--- src/rtl/riscv_pkg.sv ---
// Shared RISC-V front-end definitions: instruction/address width, NOP encoding,
// default reset vector and the fetch-buffer entry layout.
package riscv_pkg;

  localparam int unsigned XLEN = 32;

  // addi x0, x0, 0
  localparam logic [XLEN-1:0] NOP_INSTR = 32'h0000_0013;

  localparam logic [XLEN-1:0] RESET_PC_DEFAULT = 32'h0000_0000;

  // One fetched instruction together with the address it was fetched from
  typedef struct packed {
    logic [XLEN-1:0] instr;
    logic [XLEN-1:0] pc;
  } fetch_entry_t;

endpackage

--- src/rtl/fetch_fifo.sv ---
// Instruction buffer between fetch and decode: DEPTH-entry circular FIFO of
// {instr, pc} with synchronous push/pop, a flush that empties it, and an
// occupancy count. Entry width follows riscv_pkg::XLEN.
module fetch_fifo
  import riscv_pkg::*;
#(
  parameter int unsigned DEPTH = 2
) (
  input  logic                     clk,
  input  logic                     rst,
  input  logic                     flush,
  input  logic                     push,
  input  logic [XLEN-1:0]          push_instr,
  input  logic [XLEN-1:0]          push_pc,
  input  logic                     pop,
  output logic [XLEN-1:0]          head_instr,
  output logic [XLEN-1:0]          head_pc,
  output logic [$clog2(DEPTH):0]   count
);

  localparam int unsigned PtrW = $clog2(DEPTH);
  localparam int unsigned CntW = PtrW + 1;

  fetch_entry_t          mem_q [DEPTH];
  fetch_entry_t          wr_entry;
  logic [PtrW-1:0]       wr_ptr_q, wr_ptr_d;
  logic [PtrW-1:0]       rd_ptr_q, rd_ptr_d;
  logic [CntW-1:0]       count_q, count_d;

  // Pointer and occupancy next-state; flush wins over any push/pop
  always_comb begin
    wr_ptr_d = wr_ptr_q;
    rd_ptr_d = rd_ptr_q;
    count_d  = count_q;
    wr_entry = '{instr: push_instr, pc: push_pc};
    if (flush) begin
      wr_ptr_d = '0;
      rd_ptr_d = '0;
      count_d  = '0;
    end else begin
      if (push) wr_ptr_d = wr_ptr_q + PtrW'(1);
      if (pop)  rd_ptr_d = rd_ptr_q + PtrW'(1);
      count_d = count_q + CntW'(push) - CntW'(pop);
    end
  end

  // Control state with asynchronous reset
  always_ff @(posedge clk or posedge rst) begin
    if (rst) begin
      wr_ptr_q <= '0;
      rd_ptr_q <= '0;
      count_q  <= '0;
    end else begin
      wr_ptr_q <= wr_ptr_d;
      rd_ptr_q <= rd_ptr_d;
      count_q  <= count_d;
    end
  end

  // Storage needs no reset: a slot is only read once count says it was written
  always_ff @(posedge clk) begin
    if (push && !flush) mem_q[wr_ptr_q] <= wr_entry;
  end

  // Head is presented combinationally
  always_comb begin
    head_instr = mem_q[rd_ptr_q].instr;
    head_pc    = mem_q[rd_ptr_q].pc;
    count      = count_q;
  end

  // The fetch stage's request throttling must make these impossible
  a_no_overflow : assert property (@(posedge clk) disable iff (rst)
    !(push && !flush && count_q == CntW'(DEPTH)));
  a_no_underflow : assert property (@(posedge clk) disable iff (rst)
    !(pop && !flush && count_q == '0));

endmodule

--- src/rtl/fetch_stage.sv ---
// Instruction fetch stage: issues one request per cycle to a fixed-latency
// (one cycle) instruction memory, buffers responses, and hands them to decode.
// Redirects flush the buffer and bump an epoch so stale responses are dropped.
module fetch_stage
  import riscv_pkg::*;
#(
  parameter int unsigned      WIDTH    = XLEN,
  parameter logic [WIDTH-1:0] RESET_PC = RESET_PC_DEFAULT,
  parameter int unsigned      DEPTH    = 2
) (
  input  logic             clk,
  input  logic             rst,
  input  logic             stall_D,
  input  logic             PCsrc_E,
  input  logic [WIDTH-1:0] PCtarget_E,
  output logic             imem_req,
  output logic [WIDTH-1:0] imem_addr,
  input  logic [WIDTH-1:0] imem_rdata,
  output logic [WIDTH-1:0] instr_D,
  output logic [WIDTH-1:0] PC_D,
  output logic [WIDTH-1:0] PCplus4_D,
  output logic             valid_D
);

  localparam int unsigned CntW = $clog2(DEPTH) + 1;
  localparam int unsigned OccW = CntW + 1;

  logic [WIDTH-1:0] pc_q, pc_d;
  logic             inflight_q, inflight_d;
  logic             inflight_epoch_q, inflight_epoch_d;
  logic [WIDTH-1:0] inflight_pc_q, inflight_pc_d;
  logic             epoch_q, epoch_d;

  logic             pop;
  logic             fifo_push;
  logic             fifo_pop;
  logic [CntW-1:0]  count;
  logic [OccW-1:0]  occupancy;
  logic [WIDTH-1:0] head_instr;
  logic [WIDTH-1:0] head_pc;

  fetch_fifo #(
    .DEPTH (DEPTH)
  ) u_fetch_fifo (
    .clk        (clk),
    .rst        (rst),
    .flush      (PCsrc_E),
    .push       (fifo_push),
    .push_instr (imem_rdata),
    .push_pc    (inflight_pc_q),
    .pop        (fifo_pop),
    .head_instr (head_instr),
    .head_pc    (head_pc),
    .count      (count)
  );

  // Request throttling, PC/epoch next-state and decode-side outputs
  always_comb begin
    valid_D   = (count != '0);
    instr_D   = valid_D ? head_instr : WIDTH'(NOP_INSTR);
    PC_D      = valid_D ? head_pc : '0;
    PCplus4_D = PC_D + WIDTH'(4);
    imem_addr = pc_q;

    pop = valid_D && !stall_D;
    // Slots already claimed after this edge: buffered + returning - leaving
    occupancy = OccW'(count) + OccW'(inflight_q) - OccW'(pop);
    imem_req  = !rst && !PCsrc_E && (occupancy < OccW'(DEPTH));

    // A redirect discards whatever arrives or leaves on its edge
    fifo_push = inflight_q && (inflight_epoch_q == epoch_q) && !PCsrc_E;
    fifo_pop  = pop && !PCsrc_E;

    pc_d             = pc_q;
    epoch_d          = epoch_q;
    inflight_d       = imem_req;
    inflight_epoch_d = epoch_q;
    inflight_pc_d    = inflight_pc_q;
    if (PCsrc_E) begin
      pc_d    = {PCtarget_E[WIDTH-1:2], 2'b00};
      epoch_d = !epoch_q;
    end else if (imem_req) begin
      pc_d          = pc_q + WIDTH'(4);
      inflight_pc_d = pc_q;
    end
  end

  // Fetch state with asynchronous reset; clearing inflight drops any old response
  always_ff @(posedge clk or posedge rst) begin
    if (rst) begin
      pc_q             <= RESET_PC;
      inflight_q       <= 1'b0;
      inflight_epoch_q <= 1'b0;
      inflight_pc_q    <= '0;
      epoch_q          <= 1'b0;
    end else begin
      pc_q             <= pc_d;
      inflight_q       <= inflight_d;
      inflight_epoch_q <= inflight_epoch_d;
      inflight_pc_q    <= inflight_pc_d;
      epoch_q          <= epoch_d;
    end
  end

endmodule

--- config.mk ---
export PLATFORM = sky130hd
export DESIGN_NAME = fetch_stage
export DESIGN_NICKNAME = d
export VERILOG_FILES = /design/src/rtl/riscv_pkg.sv /design/src/rtl/fetch_fifo.sv /design/src/rtl/fetch_stage.sv
export SDC_FILE = /design/constraint.sdc
export NUM_CORES = 1
export LEC_CHECK = 0
export BUFFER_PORTS_ARGS = -buffer_cell sky130_fd_sc_hd__buf_2
export CAP_MARGIN = 20
export CORE_UTILIZATION = 49
export CTS_CLUSTER_SIZE = 16
export DETAILED_ROUTE_END_ITERATION = 10
export PLACE_DENSITY = 0.76
export RECOVER_POWER = 25
export SYNTH_ARGS = -nofsm -noshare
export SYNTH_HDL_FRONTEND = slang
export SYNTH_SLANG_ARGS = --single-unit
--- constraint.sdc ---
create_clock -name clk -period 4.9 [get_ports clk]
set_input_delay 0.735 -clock clk [delete_from_list [all_inputs] [get_ports clk]]
set_output_delay 0.735 -clock clk [all_outputs]
set_load 0.02 [all_outputs]
==> results.txt, run 1 <==
Clock Skew: 0.008649 ns
PostCTS Resize Cnt: 0
CTS Hold Bufs: 0
crit path cell chain: mux2i_1, nor2_1, ha_1, nor3b_2, nand4_1, nor4_1, xor2_1, buf_2
CTS tree: yes
most frequent cells in the layout: 178 x buf_2, 141 x nand2_1, 124 x edfxtp_1
slowest stage delay, CP: 0.86 ns
Power Dens Cells: 482.8 mW/mm2
Worst Path Max Fanout: 50
postcts setup bufs: 0
WP depth: 8
largest net degree at the start of global routing: 65
die extent in y: 136.3 um
Max H-tree Level: 4
Num CTS Buffers: 17
Compound-Gate Fraction of Synth Area: 0.06091
CP Buf/Inv Count: 1
die width: 136.3 um
Post-synth EDFFs: 124
PortBufs: 189
CORE AREA: 0.01748 mm2
FP Rows: 48
Clk pin slew, worst setup/hold paths: 0.07 ns
most common cell after layout, fill and taps aside: buf_2
Place WS: 1.032 ns
Net count, final: 1019
fraction of layout cells with a size suffix above 1: 0.2555
first-pass GRT wire length: 29840 um
ys async rst share: 0.3508
worst vdd ir: 315.7 uV
setup TNS: 0 ns
min-delay src: epoch_q
n_diodes: 0
CP endpoint kind: output pin
Root Driver: clkbuf_16
simple-gate share of the synthesized area: 0.1807
critical path's top delay family: simple AND/OR/NAND/NOR gates
Pre-Repair DR Iteration Count: 6
FF-to-FF path depth: 10
CP startpoint kind: flop
Yosys top cell by area: edfxtp_1
flop-to-flop setup slack: 1.58 ns
RePlAce Congestion: 0.8151
Synth cell types: 61
worst r2r src: u_fetch_fifo.count[1]
largest family of logic cells by synthesized area: simple AND/OR/NAND/NOR gates
worst r2r dst: imem_addr[23]
GRT Residual Overflow: 0
top_reg_cell synth: edfxtp_1
fin crit share: 0.8846
vias: 6388
Routed WL per cell: 16.13 um
Initial Util: 0.5054
RSZ-0062 raised after global routing: false
slowest CP cell: dfrtp_4
status: finished, final reports clean
utilization after layout: 0.6060
WL final: 19100 um
Max-Cap Viols: 0
Final HPWL DP: 13100 um
CP Launch Point: u_fetch_fifo.rd_ptr_q
worst-margin pin slew: 1.214 ns
Worst setup endpoint: PCplus4_D[26]
Fillers: 1421
Total GRT Usage: 0.2111
WP data required: 4.16 ns
static leakage: 4.403 nW
Max Clk Rate: 230.7 MHz
Final Critical Period: 4.335 ns
Area Overhead vs Synth: 19.89%
area of the die: 0.01857 mm2
multiplexer share of the synthesized area: 0.06926
antenna violations before repair: 0
CTS Sinks: 191
Synth Area in XOR/XNOR: 0.03569
synth warn: 0
synthesized cell area: 0.008833 mm2
number of vias per cell: 5.395
Synth area leaders: edfxtp_1 42%, dfrtp_1 19%, mux2i_1 6.8%, nand2_1 6.0%, nor2_1 2.9%
final slew viol count: 0
Hold Crit Depth: 0
critical setup path kind: reg2out
Synth Area in Adders: 0.007932
post-synthesis sequential area ratio: 0.6113
# IOs: 198
Max Buffers Root-to-Sink: 2
Final WS setup: 0.5652 ns
vias in the first global route: 5747
Routed Antenna Nets: 0
crit path DAT: 3.60 ns
Yosys top cell area share: 0.4215
Mean Syn Cell Area: 11.52 um2
Initial DRC Count: 535
worst-skew pair later-pin latency: 0.42 ns
final setup violation count: 0
Remaining DRCs: 0
Hold WC Path Type: reg2reg
Relative slew margins: 0.1899
Fin. Hold Viols: 0
Gate Count Post-Synth: 767
synthesized flop and latch total: 191
[sequential cells by signal (all words and copies together) (netlist names)]
signal,cells
u_fetch_fifo.mem_q,124
inflight_q,1
u_fetch_fifo.wr_ptr_q,1
u_fetch_fifo.rd_ptr_q,1
imem_addr,30
inflight_pc_q,30
inflight_epoch_q,1
u_fetch_fifo.count,2
epoch_q,1
[stage by stage]
| step | hold slack, ns | instances | power [mW] | instance area [um2] |
|---|---|---|---|---|
| after floorplan | 0.4097 | 772 | 3.227 | 8857 |
| after global placement | 0.4205 | 1152 | 3.649 | 9961 |
| after detailed placement | 0.4444 | 1152 | 3.694 | 9961 |
| after CTS | 0.4442 | 1184 | 5.137 | 10600 |
| after global routing | 0.4793 | 1184 | 5.356 | 10590 |
| final | 0.4517 | 1184 | 5.113 | 10590 |
[area by class of cell]
| class | instances | area (um2) | share of cell area |
|---|---|---|---|
| clock inverter | 3 | 65.06 | 0.006144 |
| multi-input combinational | 521 | 3178 | 0.3001 |
| sequential | 191 | 5404 | 0.5103 |
| clock buffer | 29 | 578.1 | 0.05458 |
| inverter | 12 | 46.29 | 0.004371 |
| timing repair buffer | 203 | 1037 | 0.09794 |
| tap | 225 | 281.5 | 0.02658 |
[cells by family after synthesis]
group           Yosys count
simple gates            333
other cells               1
flops                   191
compound gates           80
fa+ha+maj                 5
mux                      61
xor+xnor                 36
buf+inv                  60
[power by group]
group / switching, mW / leakage (nW) / internal, mW
logic: 0.875 / 2.13 / 0.454
clock network: 0.549 / 0.317 / 0.905
registers: 0.273 / 1.96 / 2.06
[cell usage after synthesis, drive strengths merged (2+ instances only)]
| cell type | instances |
|---|---|
| xor2 | 25 |
| nor2b | 4 |
| nand3 | 36 |
| clkbuf | 15 |
| nand4 | 15 |
| a31oi | 9 |
| mux2i | 60 |
| o311ai | 8 |
| nand2 | 142 |
| o211ai | 6 |
| a221o | 3 |
| edfxtp | 124 |
| nand3b | 7 |
| or3 | 5 |
| a21oi | 11 |
| dfrtp | 67 |
| a21o | 3 |
| nor3 | 21 |
| o21ai | 25 |
| buf | 33 |
| and2 | 3 |
| inv | 11 |
| a22oi | 3 |
| and4 | 2 |
| a211oi | 5 |
| xnor2 | 11 |
| nor4 | 15 |
| nor3b | 5 |
| ha | 4 |
| nor2 | 71 |
| nand2b | 2 |
[layer usage]
| layer | part of all wire | up-vias | GRT usage |
|---|---|---|---|
| li1 | - | 3109 | - |
| met1 | 0.45 | 3024 | 0.3026 |
| met2 | 0.47 | 233 | 0.3314 |
| met3 | 0.058 | 22 | 0.02983 |
| met4 | 0.014 | 0 | 0.06790 |
| met5 | 0 | - | 0 |
[how the worst min path moves through the flow]
stage,to
finish,inflight_epoch_q
global route,inflight_epoch_q
CTS,epoch_q
detailed placement,inflight_epoch_q
global placement,inflight_epoch_q
floorplan,inflight_epoch_q
(Power assumes the default switching activity.)
==> run 2: changes to the inputs <==
CORE_UTILIZATION = 35   (was 49)
PLACE_DENSITY = not set   (was 0.76)
==> run 2 against run 1 <==
Compared with the run above:
- die area grew 39%
- cell area grew 0.79%
- combinational power is essentially flat
- global-route usage shrank 5.2 points
- maximum frequency shrank 1.1%
- register-to-register slack lost 0.22 ns
- clock power is essentially flat
- worst hold slack gained 0.00068 ns
- final cell count grew 8.3%
- critical path depth is the same
- power shrank 0.64%
- sequential share of layout area shrank 0.40 points
- largest cell class unchanged
==> results.txt, run 2 (same netlist as run 1, synthesis figures left out) <==
CTS Hold Bufs: 0
RePlAce Congestion: 0.7723
utilization after layout: 0.4351
number of flip-flops in the largest register: 124
die extent in y: 160.9 um
Post-DP Area: 0.01008 mm2
combinational share of power: 0.260
RSZ-0062 raised after global routing: false
postcts setup bufs: 0
switching pwr: 1.794 mW
number of vias per cell: 4.856
Net Sw Frac: 0.3532
die width: 160.9 um
Initial DRC Count: 441
crit path cell chain: mux2i_1, nor2_1, ha_1, nor3b_2, nand4_1, nor4_1, xor2_1, buf_2
fin crit share: 0.8948
total power: 5.080 mW
design internal power: 3.286 mW
n_diodes: 0
final setup violation count: 0
crit path DAT: 3.65 ns
PostCTS Resize Cnt: 0
worst r2r src: u_fetch_fifo.count[1]
Hold WC Path Type: reg2reg
slowest stage delay, CP: 0.91 ns
Fillers: 2389
Power Dens Cells: 475.9 mW/mm2
Total GRT Usage: 0.1590
final instance area: 0.01067 mm2
worst vdd ir: 170.0 uV
largest net degree at the start of global routing: 65
first-pass GRT wire length: 31770 um
CTS Sinks: 191
area of the die: 0.02588 mm2
static leakage: 4.381 nW
CP startpoint kind: flop
Num CTS Buffers: 17
Remaining DRCs: 0
most frequent cells in the layout: 178 x buf_2, 141 x nand2_1, 124 x edfxtp_1
vias: 6226
setup TNS: 0 ns
status: finished, final reports clean
Routed WL per cell: 16.00 um
CTS tree: yes
critical setup path kind: reg2out
Routed Antenna Nets: 0
vias in the first global route: 5636
flop-to-flop setup slack: 1.36 ns
FP Rows: 57
Final HPWL DP: 14240 um
Initial Util: 0.3601
Reg area: 0.005404 mm2
worst-margin pin slew: 1.084 ns
Multi-input gate area: 0.003178 mm2
most common cell after layout, fill and taps aside: buf_2
Max H-tree Level: 4
# IOs: 198
CORE AREA: 0.02453 mm2
register bank with the most flops: u_fetch_fifo.mem_q
Fin. Hold Viols: 0
Max Clk Rate: 228.1 MHz
GRT Residual Overflow: 0
antenna violations before repair: 0
Clock Skew: 0.01171 ns
Seq pwr share: 0.459
Clk pwr share: 0.281
Root Driver: clkbuf_16
PortBufs: 189
Max Buffers Root-to-Sink: 2
Max-Cap Viols: 0
Worst Path Max Fanout: 55
FF-to-FF path depth: 10
Clk pin slew, worst setup/hold paths: 0.07 ns
CP Launch Point: u_fetch_fifo.rd_ptr_q
worst-skew pair later-pin latency: 0.43 ns
Final Critical Period: 4.384 ns
Pre-Repair DR Iteration Count: 5
Net count, final: 1018
Worst setup endpoint: PCplus4_D[26]
WL final: 20510 um
final slew viol count: 0
worst r2r dst: imem_addr[17]
WP data required: 4.16 ns
Relative slew margins: 0.2733
Area Overhead vs Synth: 20.84%
fraction of layout cells with a size suffix above 1: 0.2589
slowest CP cell: dfrtp_4
CP endpoint kind: output pin
## run 2: cell types whose count changed in the layout (fill, tap and decap cells not counted), sizes merged
cell	previous run	this run
clkbuf	40	28
inv	11	22
buf	192	191
clkinvlp	0	1
## run 2: area by class of cell
cell class              instances  area share
multi-input cells             521      0.2977
repair buffers                202     0.09647
well taps                     324     0.03798
clock inverters                15     0.01735
clock buffers                  17     0.03985
inverters                      12    0.004337
flip-flops and latches        191      0.5063
## run 2: through the flow
stage	hold slack, ns	worst slack [ns]	instances
final	0.4524	0.5157	1282
after CTS	0.3652	0.4239	1282
after global routing	0.4610	0.2295	1282
after global placement	0.4213	0.9866	1250
after floorplan	0.4097	0.8382	772
after detailed placement	0.4328	0.8874	1250
## run 2: critical path: cells and delay by family (launching register included)
kind	cells	cell delay, ns
buffers and inverters	1	0.18
adder cells (fa/ha/maj)	1	0.21
flip-flops	1	0.91
XOR/XNOR	1	0.17
multiplexers	1	0.25
AND/OR/NAND/NOR	4	1.49
## run 2: routing by layer
layer,GRT usage,vias to the layer above,wire length (um),share of wire
met5,0,-,0,0
met4,0.04889,0,316,0.015
met3,0.02712,24,774,0.038
met2,0.2386,158,9263,0.45
met1,0.2336,2932,10160,0.50
li1,-,3112,-,-
## run 2: worst min path at each step
| stage | from | endpoint | slack (ns) | depth (start not counted) |
|---|---|---|---|---|
| after floorplan | epoch_q | inflight_epoch_q | 0.41 | 0 |
| final | epoch_q | inflight_epoch_q | 0.45 | 0 |
| after global routing | imem_rdata[15] | u_fetch_fifo.mem_q[1][47] | 0.46 | 1 |
| after CTS | rst | inflight_pc_q[11] | 0.37 | 2 |
| after global placement | epoch_q | inflight_epoch_q | 0.42 | 0 |
| after detailed placement | epoch_q | inflight_epoch_q | 0.43 | 0 |
## run 2: power groups by stage
stage                     Sequential (mW)  Combinational, mW  Clock (mW)
after floorplan                      2.29              0.941           0
after global placement               2.36               1.32           0
after detailed placement             2.37               1.34           0
after CTS                            2.34               1.34        1.46
after global routing                 2.38               1.45        1.52
final                                2.33               1.32        1.43
==> run 3: changes to the inputs <==
SYNTH_HIERARCHICAL = 1   (was not set)
==> run 3 against run 2 <==
Compared with the run above:
- worst hold slack lost 0.17 ns
- clock skew is 0.00062 ns lower
- synthesized cell count fell by 6.6%
- register-to-register slack barely moved
- global-route usage increased by 0.24 points
- clock power down 6%
- combinational power is essentially flat
- wire length is 2.0% higher
- maximum frequency rose by 4.4%
- sequential power fell by 2%
- non-clock buffer count grew 4
- setup slack gained 0.18 ns
- critical path type unchanged
- largest cell class unchanged
==> results.txt, run 3 <==
status: finished, final reports clean
worst-skew pair later-pin latency: 0.43 ns
FP Rows: 58
register bank with the most flops: u_fetch_fifo/mem_q
Post-synth EDFFs: 128
Critical Path Most Common Cell: nand4_1
Initial Util: 0.3580
Final HPWL DP: 14570 um
placed insts: 1221
simple-gate share of the synthesized area: 0.1675
Hold WC Path Type: in2async
Yosys top cell area share: 0.4240
slowest CP cell: dfrtp_4
Relative slew margins: 0.3954
Total GRT Usage: 0.1614
WL final: 20930 um
most common cell in the synthesized netlist: nand2_1
CP endpoint kind: output pin
Pre-Repair DR Iteration Count: 5
n_diodes: 0
critical setup path kind: reg2out
Synth area leaders: edfxtp_1 42%, dfrtp_1 18%, mux2_4 8.3%, nand2_1 5.4%, and2_1 4.1%
PortBufs: 193
worst vdd ir: 230.4 uV
number of vias per cell: 4.816
die extent in y: 162.9 um
Mean Syn Cell Area: 12.66 um2
Gate Count Post-Synth: 716
largest net degree at the start of global routing: 65
final setup violation count: 0
# IOs: 198
wire length on met2: 9348 um
final instance area: 0.01094 mm2
static leakage: 4.707 nW
Max H-tree Level: 4
most frequent cells in the layout: 177 x buf_2, 130 x nand2_1, 128 x edfxtp_1
fin crit share: 0.8571
Num CTS Buffers: 17
post-synthesis sequential area ratio: 0.6089
synthesized flop and latch total: 195
most common cell after layout, fill and taps aside: buf_2
Max Clk Rate: 238.1 MHz
Synth Area in XOR/XNOR: 0.03533
largest family of logic cells by synthesized area: simple AND/OR/NAND/NOR gates
vias: 6035
CTS tree: yes
Synth cell types: 46
Post-DP Area: 0.01040 mm2
postcts setup bufs: 0
final slew viol count: 0
CTS Hold Bufs: 0
number of flip-flops in the largest register: 128
area of the die: 0.02655 mm2
Net count, final: 984
slowest stage delay, CP: 0.87 ns
Final Critical Period: 4.200 ns
Compound-Gate Fraction of Synth Area: 0.04471
Root Driver: clkbuf_16
PostCTS Resize Cnt: 0
metal1 wirelength: 9993 um
crit path DAT: 3.46 ns
highest routed layer: met4
Post-Layout Cell Count: 1253
Routed WL per cell: 16.70 um
vias in the first global route: 5908
Fillers: 2401
Area Overhead vs Synth: 20.69%
CORE AREA: 0.02533 mm2
CP startpoint kind: flop
Clock Skew: 0.01109 ns
RePlAce Congestion: 0.7905
CTS Sinks: 195
Fin. Hold Viols: 0
worst r2r src: u_fetch_fifo/count[1]
fraction of layout cells with a size suffix above 1: 0.3174
top_reg_cell synth: edfxtp_1
Max Buffers Root-to-Sink: 2
met3 wire length: 1329 um
critical path's top delay family: simple AND/OR/NAND/NOR gates
Place WS: 1.106 ns
Max-Cap Viols: 0
GRT Residual Overflow: 0
setup TNS: 0 ns
WP data required: 4.16 ns
multiplexer share of the synthesized area: 0.1057
Routed Antenna Nets: 0
first-pass GRT wire length: 32580 um
Yosys top cell by area: edfxtp_1
antenna violations before repair: 0
Commonest cells post-synth: 130 x nand2_1, 128 x edfxtp_1, 67 x dfrtp_1
synth warn: 6
synthesized cell area: 0.009066 mm2
CP Buf/Inv Count: 1
worst r2r dst: imem_addr[13]
Initial DRC Count: 378
worst-margin pin slew: 0.9069 ns
Hold Worst Slack: 0.2816 ns
ys async rst share: 0.3436
Remaining DRCs: 0
Final WS setup: 0.7002 ns
die width: 162.9 um
RSZ-0062 raised after global routing: false
Clk pin slew, worst setup/hold paths: 0.07 ns
FF-to-FF path depth: 9
flop-to-flop setup slack: 1.36 ns
Worst Path Max Fanout: 38
Synth Area in Adders: 0.009108
crit path cell chain: mux2_4, nand4_1, nor3_1, nand4_1, nor4bb_1, xor2_1, buf_2
Power Dens Cells: 454.8 mW/mm2
run 3: cell count changes in the layout (fill, tap and decap cells not counted), sizes merged, moves of 12 or more:
cell   before  now
nor2       71   23
and2        3   60
nand2     142  130
nor4       15    2
mux2i      60    5
xor2       25   13
mux2        1   64
run 3: area by class of cell:
class / instances / area [um2] / area share
Sequential cell: 195 / 5524 / 0.5049
Clock inverter: 14 / 136.4 / 0.01246
Inverter: 14 / 52.55 / 0.004803
Timing Repair Buffer: 206 / 1056 / 0.09651
Clock buffer: 18 / 429.2 / 0.03922
Tap cell: 330 / 412.9 / 0.03774
Multi-Input combinational cell: 476 / 3331 / 0.3044
run 3: through the flow:
stage                 util  power (mW)
CTS                 0.4328       5.044
finish              0.4320       4.976
detailed placement  0.4105       3.686
global route        0.4320       5.272
global placement    0.4105       3.664
floorplan                -       3.184
run 3: power breakdown:
group          internal (mW)  total [mW]  leakage, nW  switching, mW
Sequential              2.05        2.28         1.99          0.228
Combinational          0.504        1.35         2.43          0.847
Clock                  0.680        1.35        0.281          0.671
Total                   3.23        4.98         4.71           1.75
run 3: cell families after synthesis:
kind of cell,Yosys count
AOI/OAI and AO/OA,55
xor gates and xnor gates,35
adders and majority gates,6
buffers and inverters,50
DFF,195
muxes,69
other,1
and+or+nand+nor,305
run 3: worst max-delay path by stage:
stage,start,end,slack [ns],cells past startpoint
finish,u_fetch_fifo/rd_ptr_q,PCplus4_D[23],0.70,7
global route,u_fetch_fifo/rd_ptr_q,PCplus4_D[23],0.33,7
CTS,u_fetch_fifo/rd_ptr_q,PCplus4_D[23],0.62,7
detailed placement,u_fetch_fifo/rd_ptr_q,PCplus4_D[23],1.11,7
global placement,u_fetch_fifo/rd_ptr_q,PCplus4_D[23],1.13,7
floorplan,PCsrc_E,u_fetch_fifo/mem_q[1][0],0.28,6
run 3: worst register-to-register path, cell delays in order (launching register included):
cell      delay, ns
dfrtp_1        0.48
nor2_1         0.34
nor2_1         0.11
ha_1           0.28
nand2b_1       0.16
fa_1           0.53
or3b_4         0.42
or4_1          0.68
o311ai_1       0.35
nand2_1        0.08
run 3: metal layers:
layer  global-route usage  up-vias
li1                     -     2946
met1               0.2262     2867
met2               0.2462      204
met3              0.04278       18
met4              0.04206        0
met5                    0        -
